## config.mk

```make
export PLATFORM = sky130hd
export DESIGN_NAME = seg_scan_driver
export DESIGN_NICKNAME = d
export VERILOG_FILES = /design/src/rtl/seg_pkg.sv /design/src/rtl/seg_hex_decode.sv /design/src/rtl/seg_scan_driver.sv
export SDC_FILE = /design/constraint.sdc
export NUM_CORES = 1
export LEC_CHECK = 0
export ABC_AREA = 1
export BUFFER_PORTS_ARGS = -buffer_cell sky130_fd_sc_hd__buf_4
export CAP_MARGIN = 10
export CORE_ASPECT_RATIO = 0.8
export CORE_UTILIZATION = 55
export DETAILED_ROUTE_END_ITERATION = 7
export GPL_TIMING_DRIVEN = 0
export PLACE_DENSITY = 0.79
export SLEW_MARGIN = 0
export SYNTH_ARGS = -nofsm -noshare
export SYNTH_HDL_FRONTEND = slang
export SYNTH_SLANG_ARGS = --single-unit
```

## constraint.sdc

```tcl
create_clock -name clk -period 5 [get_ports clk]
set_clock_uncertainty 0.15 [all_clocks]
set_input_delay 1 -clock clk [delete_from_list [all_inputs] [get_ports clk]]
set_output_delay 1 -clock clk [all_outputs]
set_load 0.02 [all_outputs]
```

## src/rtl/seg_pkg.sv

```systemverilog
// Shared 7-segment constants: segment bit positions, blank pattern and hex glyph table.
// Glyphs are active-high {g,f,e,d,c,b,a}; drivers invert them for the pins.
package seg_pkg;

  localparam logic [7:0] SEG_OFF = 8'hFF;

  localparam int SEG_A  = 0;
  localparam int SEG_B  = 1;
  localparam int SEG_C  = 2;
  localparam int SEG_D  = 3;
  localparam int SEG_E  = 4;
  localparam int SEG_F  = 5;
  localparam int SEG_G  = 6;
  localparam int SEG_DP = 7;

  localparam logic [6:0] HEX_GLYPH [16] = '{
    7'h3F, 7'h06, 7'h5B, 7'h4F, 7'h66, 7'h6D, 7'h7D, 7'h07,
    7'h7F, 7'h6F, 7'h77, 7'h7C, 7'h39, 7'h5E, 7'h79, 7'h71
  };

endpackage

```

## src/rtl/seg_hex_decode.sv

```systemverilog
// Combinational nibble-to-glyph lookup, active-high {g..a}.
module seg_hex_decode
  import seg_pkg::*;
(
  input  logic [3:0] nibble_i,
  output logic [6:0] glyph_o
);

  always_comb begin
    glyph_o = HEX_GLYPH[nibble_i];
  end

endmodule

```

## src/rtl/seg_scan_driver.sv

```systemverilog
// Time-multiplexed 7-segment driver with its own scan counters, double-buffered
// display data committed at frame boundaries, and leading anode dead-time per slot.
module seg_scan_driver
  import seg_pkg::*;
#(
  parameter int DIGITS   = 8,
  parameter int SCAN_DIV = 50000,
  parameter int DEAD     = 16
) (
  input  logic                  clk,
  input  logic                  rstn,
  input  logic                  load,
  input  logic                  mode,
  input  logic [4*DIGITS-1:0]   hexs,
  input  logic [8*DIGITS-1:0]   raw,
  input  logic [DIGITS-1:0]     point,
  input  logic [DIGITS-1:0]     blank,
  output logic                  pending,
  output logic                  frame_done,
  output logic [7:0]            seg,
  output logic [DIGITS-1:0]     an
);

  localparam int PW = $clog2(SCAN_DIV);
  localparam int DW = $clog2(DIGITS);
  localparam logic [PW-1:0] PRE_LAST = PW'(SCAN_DIV - 1);
  localparam logic [PW-1:0] DEAD_C   = PW'(DEAD);
  localparam logic [DW-1:0] DIG_LAST = DW'(DIGITS - 1);

  logic [PW-1:0] prescaler_q, prescaler_d;
  logic [DW-1:0] digit_q, digit_d;
  logic          pending_q, pending_d;
  logic [7:0]    seg_q, seg_d;
  logic [DIGITS-1:0] an_q, an_d;

  logic                pend_mode_q, shad_mode_q;
  logic [4*DIGITS-1:0] pend_hexs_q, shad_hexs_q;
  logic [8*DIGITS-1:0] pend_raw_q,  shad_raw_q;
  logic [DIGITS-1:0]   pend_point_q, shad_point_q;
  logic [DIGITS-1:0]   pend_blank_q, shad_blank_q;

  logic tick, frame_end, commit;
  logic [3:0] nib_arr [DIGITS];
  logic [7:0] raw_arr [DIGITS];
  logic [3:0] cur_nib;
  logic [7:0] cur_raw;
  logic [6:0] cur_glyph;

  generate
    for (genvar gi = 0; gi < DIGITS; gi++) begin : g_slice
      assign nib_arr[gi] = shad_hexs_q[4*gi +: 4];
      assign raw_arr[gi] = shad_raw_q[8*gi +: 8];
    end
  endgenerate

  assign cur_nib = nib_arr[digit_q];
  assign cur_raw = raw_arr[digit_q];

  seg_hex_decode u_dec (
    .nibble_i (cur_nib),
    .glyph_o  (cur_glyph)
  );

  always_comb begin
    tick        = (prescaler_q == PRE_LAST);
    frame_end   = tick && (digit_q == DIG_LAST);
    commit      = frame_end && pending_q;
    prescaler_d = tick ? '0 : prescaler_q + 1'b1;
    digit_d     = digit_q;
    if (tick) digit_d = (digit_q == DIG_LAST) ? '0 : digit_q + 1'b1;
    // A load coinciding with the commit re-arms pending for the next frame.
    pending_d   = load | (pending_q & ~frame_end);
  end

  always_comb begin
    seg_d = SEG_OFF;
    an_d  = '1;
    if ((prescaler_q >= DEAD_C) && !shad_blank_q[digit_q]) begin
      an_d  = ~(DIGITS'(1) << digit_q);
      seg_d = shad_mode_q ? ~cur_raw : ~{shad_point_q[digit_q], cur_glyph};
    end
  end

  always_ff @(posedge clk or negedge rstn) begin
    if (!rstn) begin
      prescaler_q  <= '0;
      digit_q      <= '0;
      pending_q    <= 1'b0;
      seg_q        <= SEG_OFF;
      an_q         <= '1;
      pend_mode_q  <= 1'b0;
      pend_hexs_q  <= '0;
      pend_raw_q   <= '0;
      pend_point_q <= '0;
      pend_blank_q <= '1;
      shad_mode_q  <= 1'b0;
      shad_hexs_q  <= '0;
      shad_raw_q   <= '0;
      shad_point_q <= '0;
      shad_blank_q <= '1;
    end else begin
      prescaler_q <= prescaler_d;
      digit_q     <= digit_d;
      pending_q   <= pending_d;
      seg_q       <= seg_d;
      an_q        <= an_d;
      if (load) begin
        pend_mode_q  <= mode;
        pend_hexs_q  <= hexs;
        pend_raw_q   <= raw;
        pend_point_q <= point;
        pend_blank_q <= blank;
      end
      if (commit) begin
        shad_mode_q  <= pend_mode_q;
        shad_hexs_q  <= pend_hexs_q;
        shad_raw_q   <= pend_raw_q;
        shad_point_q <= pend_point_q;
        shad_blank_q <= pend_blank_q;
      end
    end
  end

  assign pending    = pending_q;
  assign frame_done = frame_end;
  assign seg        = seg_q;
  assign an         = an_q;

endmodule

```

==> results.txt, run 1 <==
Depth of the CTS H-tree: 1
Syn avg cell area: 8.70 µm²
CP Max Fanout: 7
Final wirelength: 28.6 mm
Final core utilization: 68.5%
Antenna Nets Post-Route: 0
Fin area: 13800 µm²
Setup TNS: 0 ps
Post-Synthesis Cells: 1326
Port buffer count: 132
Synth warn: 0
Slowest CP cell: dfrtp_1
Post-CTS Hold Buffers: 0
Core Region: 20200 µm²
Worst Setup Start Kind: flip-flop
Required @ worst endpoint: 3850 ps
Hold Path Class: input pin to async pin
Post-DR wirelength/cell: 16.1 µm
Clk pin slew, worst setup/hold paths: 60 ps
Post-synth ARST share: 100%
DP Area: 12900 µm²
Largest net degree at the start of global routing: 129
Multi-input combinational cell area: 3920 µm²
Later-pin clock latency in the skew report: 540 ps
ANT cells: 0
Commonest non-fill, non-tap cells in the layout: nand2_1 (390), dfrtp_1 (230), inv_1 (158)
Die width: 164 µm
Fillers: 1580
Initial core utilization: 57.1%
Die area: 21600 µm²
Final critical-path setup slack: 1940 ps
Status: finished, final reports clean
Fin crit share: 61.2%
CP cell instances: ha_1 -> nand3_1 -> nor2_1 -> nand2_4 -> nor2_8 -> buf_4
Fin crit period: 3060 ps
Leading area contributor after synthesis: dfrtp_1
CTS tree: built
Worst EP arrival: 1910 ps
Crit path kind: flip-flop to primary output
# IOs: 134
Crit end category: primary output
Top cell type's share of synthesized area: 49.9%
RSZ-0062 raised after global routing: false
Post-placement setup slack: 1590 ps
Grt ovf: 0
Leakage: 0.00685 µW
Seq/Total Area, Yosys: 57.2%
Max-slew violations: 0
Post-DR vias/cell: 5.34
Vias in the first global route: 9445
Bufs on Longest Clock Path: 3
Pwr Density: 328 nW/µm²
Max stage delay on crit path: 390 ps
Share of layout cells above drive strength 1: 18.9%
Synth area leaders: dfrtp_1 (50%), nand2_1 (13%), dfstp_2 (7.3%), o21ai_0 (5.8%), inv_1 (5.1%)
Least-Margin Pin Slew: 858 ps
Post-DP HPWL: 20.3 mm
Max-capacitance violation count: 0
Syn nets: 1456
Number of synthesized register bits: 262
Num CTS Buffers: 26
First-pass GRT wire length: 47.6 mm
Vert. Die Dim: 132 µm
Most common flop cell mapped by yosys: dfrtp_1
Setup bufs post-CTS: 0
Num Clock Sinks: 262
Site Rows: 46
Root Driver: clkbuf_16
DR vias: 9464
Post-synth EDFFs: 0
Post-synth cell types: 31
Fmax: 327 MHz
Slew margin rel.: 42.8%
Register area: 6600 µm²
Placer Congestion: 0.902
VDD IR max: 0.224 mV
Final #Nets: 1618
Mapped cell area: 11500 µm²
Initial antenna violation count: 0
DRT iter0 DRCs: 824
Final Setup Violations: 0
Final Hold Fails: 0
DRT Pass-1 Iters: 5
Post-CTS Resized: 0
Commonest non-fill, non-tap cell in the layout: nand2_1
Remaining DRCs: 0
Syn-to-layout area delta: 19.9%
GRT Util Overall: 27.9%
worst paths after layout:
kind / start / endpoint / slack [ps] / cells past startpoint
min in group clk: shad_blank_q[5]$_DFFE_PN1P_ / shad_blank_q[5]$_DFFE_PN1P_ / 320 / 2
hold / removal: rstn / prescaler_q[2]$_DFF_PN0_ / 120 / 1
hold reg to reg: shad_blank_q[5]$_DFFE_PN1P_ / shad_blank_q[5]$_DFFE_PN1P_ / 320 / 2
setup reg to reg: digit_q[0]$_DFFE_PN0N_ / seg[0]$_DFF_PN1_ / 2420 / 14
max in group asynchronous: rstn / pend_raw_q[29]$_DFFE_PN0P_ / 3770 / 2
setup / recovery: prescaler_q[0]$_DFF_PN0_ / frame_done / 1940 / 6
cell type report:
cell class	instances	share of cell area, %
Sequential cell	262	47.7
Clock inverter	10	1.07
Inverter	162	4.40
Multi-Input combinational cell	831	28.4
Clock buffer	38	5.53
Buffer	71	2.96
Tap cell	264	2.39
Timing Repair Buffer	134	7.62
critical path, delay by kind of cell (launching register included):
kind / cells / cell delay, ps
adder cells (fa/ha/maj): 1 / 210
AND/OR/NAND/NOR: 4 / 620
flip-flops: 1 / 390
buffers and inverters: 1 / 150
metal layers:
metal	vias up	track usage (%)	wire length, µm
met5	-	0	0
met4	0	5.97	522
met3	38	4.67	2180
met2	351	42.6	12700
met1	4544	42.1	13300
li1	4531	-	-
Yosys cell counts, drive strengths merged (2+ instances only):
cell type	n
nor3	5
nor2	38
o21a	2
a21oi	29
dfstp	32
xor2	3
o21ai	245
nand4	5
nand3	90
buf	39
nor4	2
clkbuf	32
nand2	392
ha	14
dfrtp	230
inv	161
per-stage QoR:
step / total power (µW) / hold slack, ps / cells
floorplan: 2370 / 300 / 1326
global placement: 2520 / 313 / 1722
detailed placement: 2540 / 314 / 1724
CTS: 4570 / 103 / 1772
global route: 4700 / 110 / 1772
finish: 4540 / 116 / 1772
report_power, final:
part | total [µW] | internal, µW | switching, µW
registers | 2230 | 2210 | 21.9
clock network | 2040 | 1220 | 819
logic | 275 | 102 | 173
total | 4540 | 3530 | 1010
sequential cells by signal, summed over array words and instances (netlist names), 3 cells and up:
signal        cells
shad_raw_q       64
pend_point_q      8
shad_hexs_q      32
digit_q           3
prescaler_q      16
shad_point_q      8
pend_hexs_q      32
pend_blank_q      8
shad_blank_q      8
pend_raw_q       64
an                8
seg               8
logic make-up (layout without fill, tap and decap cells):
family / Yosys count / after routing / synth area share [%]
DFF: 262 / 262 / 57.2
and+or+nand+nor: 533 / 533 / 18.9
buffers and inverters: 233 / 415 / 8.82
xor gates and xnor gates: 3 / 3 / 0.228
adders and majority gates: 14 / 14 / 1.52
AOI/OAI and AO/OA: 281 / 281 / 13.4
Note: power is estimated with default switching activity, not from simulation.
==> run 2: changes to the inputs <==
clock period = 2.95 ns   (was 5 ns; I/O delays follow)
==> results.txt, run 2 (synthesized netlist as in run 1, its figures left out) <==
Depth of the CTS H-tree: 1 (unchanged)
Slowest CP cell: dfrtp_1 (unchanged)
Busiest layer in global routing: met2 (unchanged)
Final Hold Fails: 0 (unchanged)
Commonest non-fill, non-tap cell in the layout: nand2_1 (unchanged)
Num Clock Sinks: 262 (unchanged)
Remaining DRCs: 0 (unchanged)
Post-DR wirelength/cell: 16.2 µm (was 16.1 µm)
Initial antenna violation count: 0 (unchanged)
DRT Pass-1 Iters: 6 (was 5)
Fin crit share: 90.0%
Commonest non-fill, non-tap cells in the layout: nand2_1 (390), dfrtp_1 (230), inv_1 (158) (unchanged)
Bufs on Longest Clock Path: 3 (unchanged)
CP top delay family: simple AND/OR/NAND/NOR gates (unchanged)
Port buffer count: 132 (unchanged)
Slew margin rel.: 42.3% (was 42.8%)
GR Util met1: 42.1% (unchanged)
Fin area: 13800 µm² (about the same)
Site Rows: 46 (unchanged)
Biggest regs: pend_raw_q x64, shad_raw_q x64 (unchanged)
Core Region: 20200 µm² (unchanged)
Largest net degree at the start of global routing: 129 (unchanged)
Root Driver: clkbuf_16 (unchanged)
Fin crit period: 2660 ps
RSZ-0062 raised after global routing: false (unchanged)
Post-DR vias/cell: 5.38 (was 5.34)
R2R cell count: 14 (unchanged)
Met2 Track Usage GR: 42.6% (unchanged)
Status: finished, final reports clean (unchanged)
CP Max Fanout: 7 (unchanged)
Worst EP arrival: 1920 ps (was 1910 ps)
Post-CTS Resized: 0 (unchanged)
# IOs: 134 (unchanged)
Final Setup Violations: 0 (unchanged)
Placer Congestion: 0.902 (unchanged)
Required @ worst endpoint: 2210 ps (was 3850 ps)
Pwr Density: 557 nW/µm² (was 328 nW/µm²)
Worst Setup Start Kind: flip-flop (unchanged)
Antenna Nets Post-Route: 0 (unchanged)
Num CTS Buffers: 26 (unchanged)
Post-DP HPWL: 20.3 mm (unchanged)
VDD IR max: 0.381 mV (was 0.224 mV)
Cell depth of the worst setup path: 6 (unchanged)
Hold Path Class: input pin to flip-flop (was input pin to async pin)
Min Hold Slack: 109 ps (was 116 ps)
GRT Util Overall: 27.9% (unchanged)
Grt ovf: 0 (unchanged)
Max stage delay on crit path: 390 ps (about the same)
Share of layout cells above drive strength 1: 18.9% (about the same)
First-pass GRT wire length: 47.6 mm (unchanged)
DRT iter0 DRCs: 942 (was 824)
Final #Nets: 1619 (was 1618)
CTS tree: built (unchanged)
Fmax: 377 MHz
Syn-to-layout area delta: 20.0% (was 19.9%)
Max-slew violations: 0 (unchanged)
DR vias: 9538 (was 9464)
Worst Path Buf+Inv: 1 (unchanged)
Crit path kind: flip-flop to primary output (unchanged)
Post-CTS Hold Buffers: 1 (was 0)
Die area: 21600 µm² (unchanged)
Later-pin clock latency in the skew report: 540 ps (about the same)
Leakage: 0.00685 µW (about the same)
Die width: 164 µm (unchanged)
DP Area: 12900 µm² (unchanged)
GR met3 Demand/Resource: 4.67% (unchanged)
CP cell instances: ha_1 -> nand3_1 -> nor2_1 -> nand2_4 -> nor2_8 -> buf_4 (unchanged)
Crit end category: primary output (unchanged)
Hold depth: 3
Least-Margin Pin Slew: 865 ps (was 858 ps)
Vias in the first global route: 9445 (unchanged)
Clk pin slew, worst setup/hold paths: 60 ps (about the same)
Setup bufs post-CTS: 0 (unchanged)
Initial core utilization: 57.1% (unchanged)
Max-capacitance violation count: 0 (unchanged)
ANT cells: 0 (unchanged)
Vert. Die Dim: 132 µm (unchanged)
Final wirelength: 28.8 mm (was 28.6 mm)
run 2: cell count changes in the layout (fill, tap and decap cells not counted):
cell	change
dlygate4sd3_1	+1
run 2: layer usage:
| metal | routed length (µm) | share of wire (%) | vias up |
|---|---|---|---|
| li1 | - | - | 4533 |
| met1 | 13300 | 46 | 4601 |
| met2 | 12700 | 44 | 366 |
| met3 | 2170 | 7.6 | 38 |
| met4 | 507 | 1.8 | 0 |
| met5 | 0 | 0 | - |
run 2: report_power, final:
| part | internal [µW] | switching, µW |
|---|---|---|
| Combinational | 174 | 294 |
| Clock | 2070 | 1390 |
| Sequential | 3740 | 37.3 |
run 2: stage by stage:
stage | worst slack, ps | power (µW) | util [%] | cells | TNS (ps)
after floorplan | 978 | 4020 | - | 1326 | 0
after global placement | -908 | 4280 | 63.7 | 1722 | -207970
after detailed placement | -48.8 | 4310 | 64.0 | 1724 | -212
after CTS | 279 | 7750 | 68.5 | 1773 | 0
after global routing | 134 | 7980 | 68.5 | 1773 | 0
final | 295 | 7710 | 68.5 | 1773 | 0
run 2: worst paths after layout:
path	start	end	slack, ps
worst max-delay path	prescaler_q[0]$_DFF_PN0_	frame_done	290
worst min-delay path	point[1]	pend_point_q[1]$_DFFE_PN0P_	110
worst max register to register	digit_q[0]$_DFFE_PN0N_	seg[0]$_DFF_PN1_	400
worst min register to register	shad_blank_q[5]$_DFFE_PN1P_	shad_blank_q[5]$_DFFE_PN1P_	320
max in group asynchronous	rstn	shad_raw_q[26]$_DFFE_PN0P_	1540
min in group asynchronous	rstn	prescaler_q[2]$_DFF_PN0_	300
run 2: area by class of cell:
| type | count | area [µm²] |
|---|---|---|
| multi-input combinational | 831 | 3920 |
| tap | 264 | 330 |
| sequential | 262 | 6600 |
| timing repair buffer | 135 | 1060 |
| fill | 1579 | 6360 |
| clock inverter | 10 | 148 |
| clock buffer | 38 | 766 |
| buffer | 71 | 409 |
| inverter | 162 | 608 |
run 2: tightest hold or removal path: stages:
cell,delay (ps)
buf_4,80
nand2_1,40
o21ai_0,50
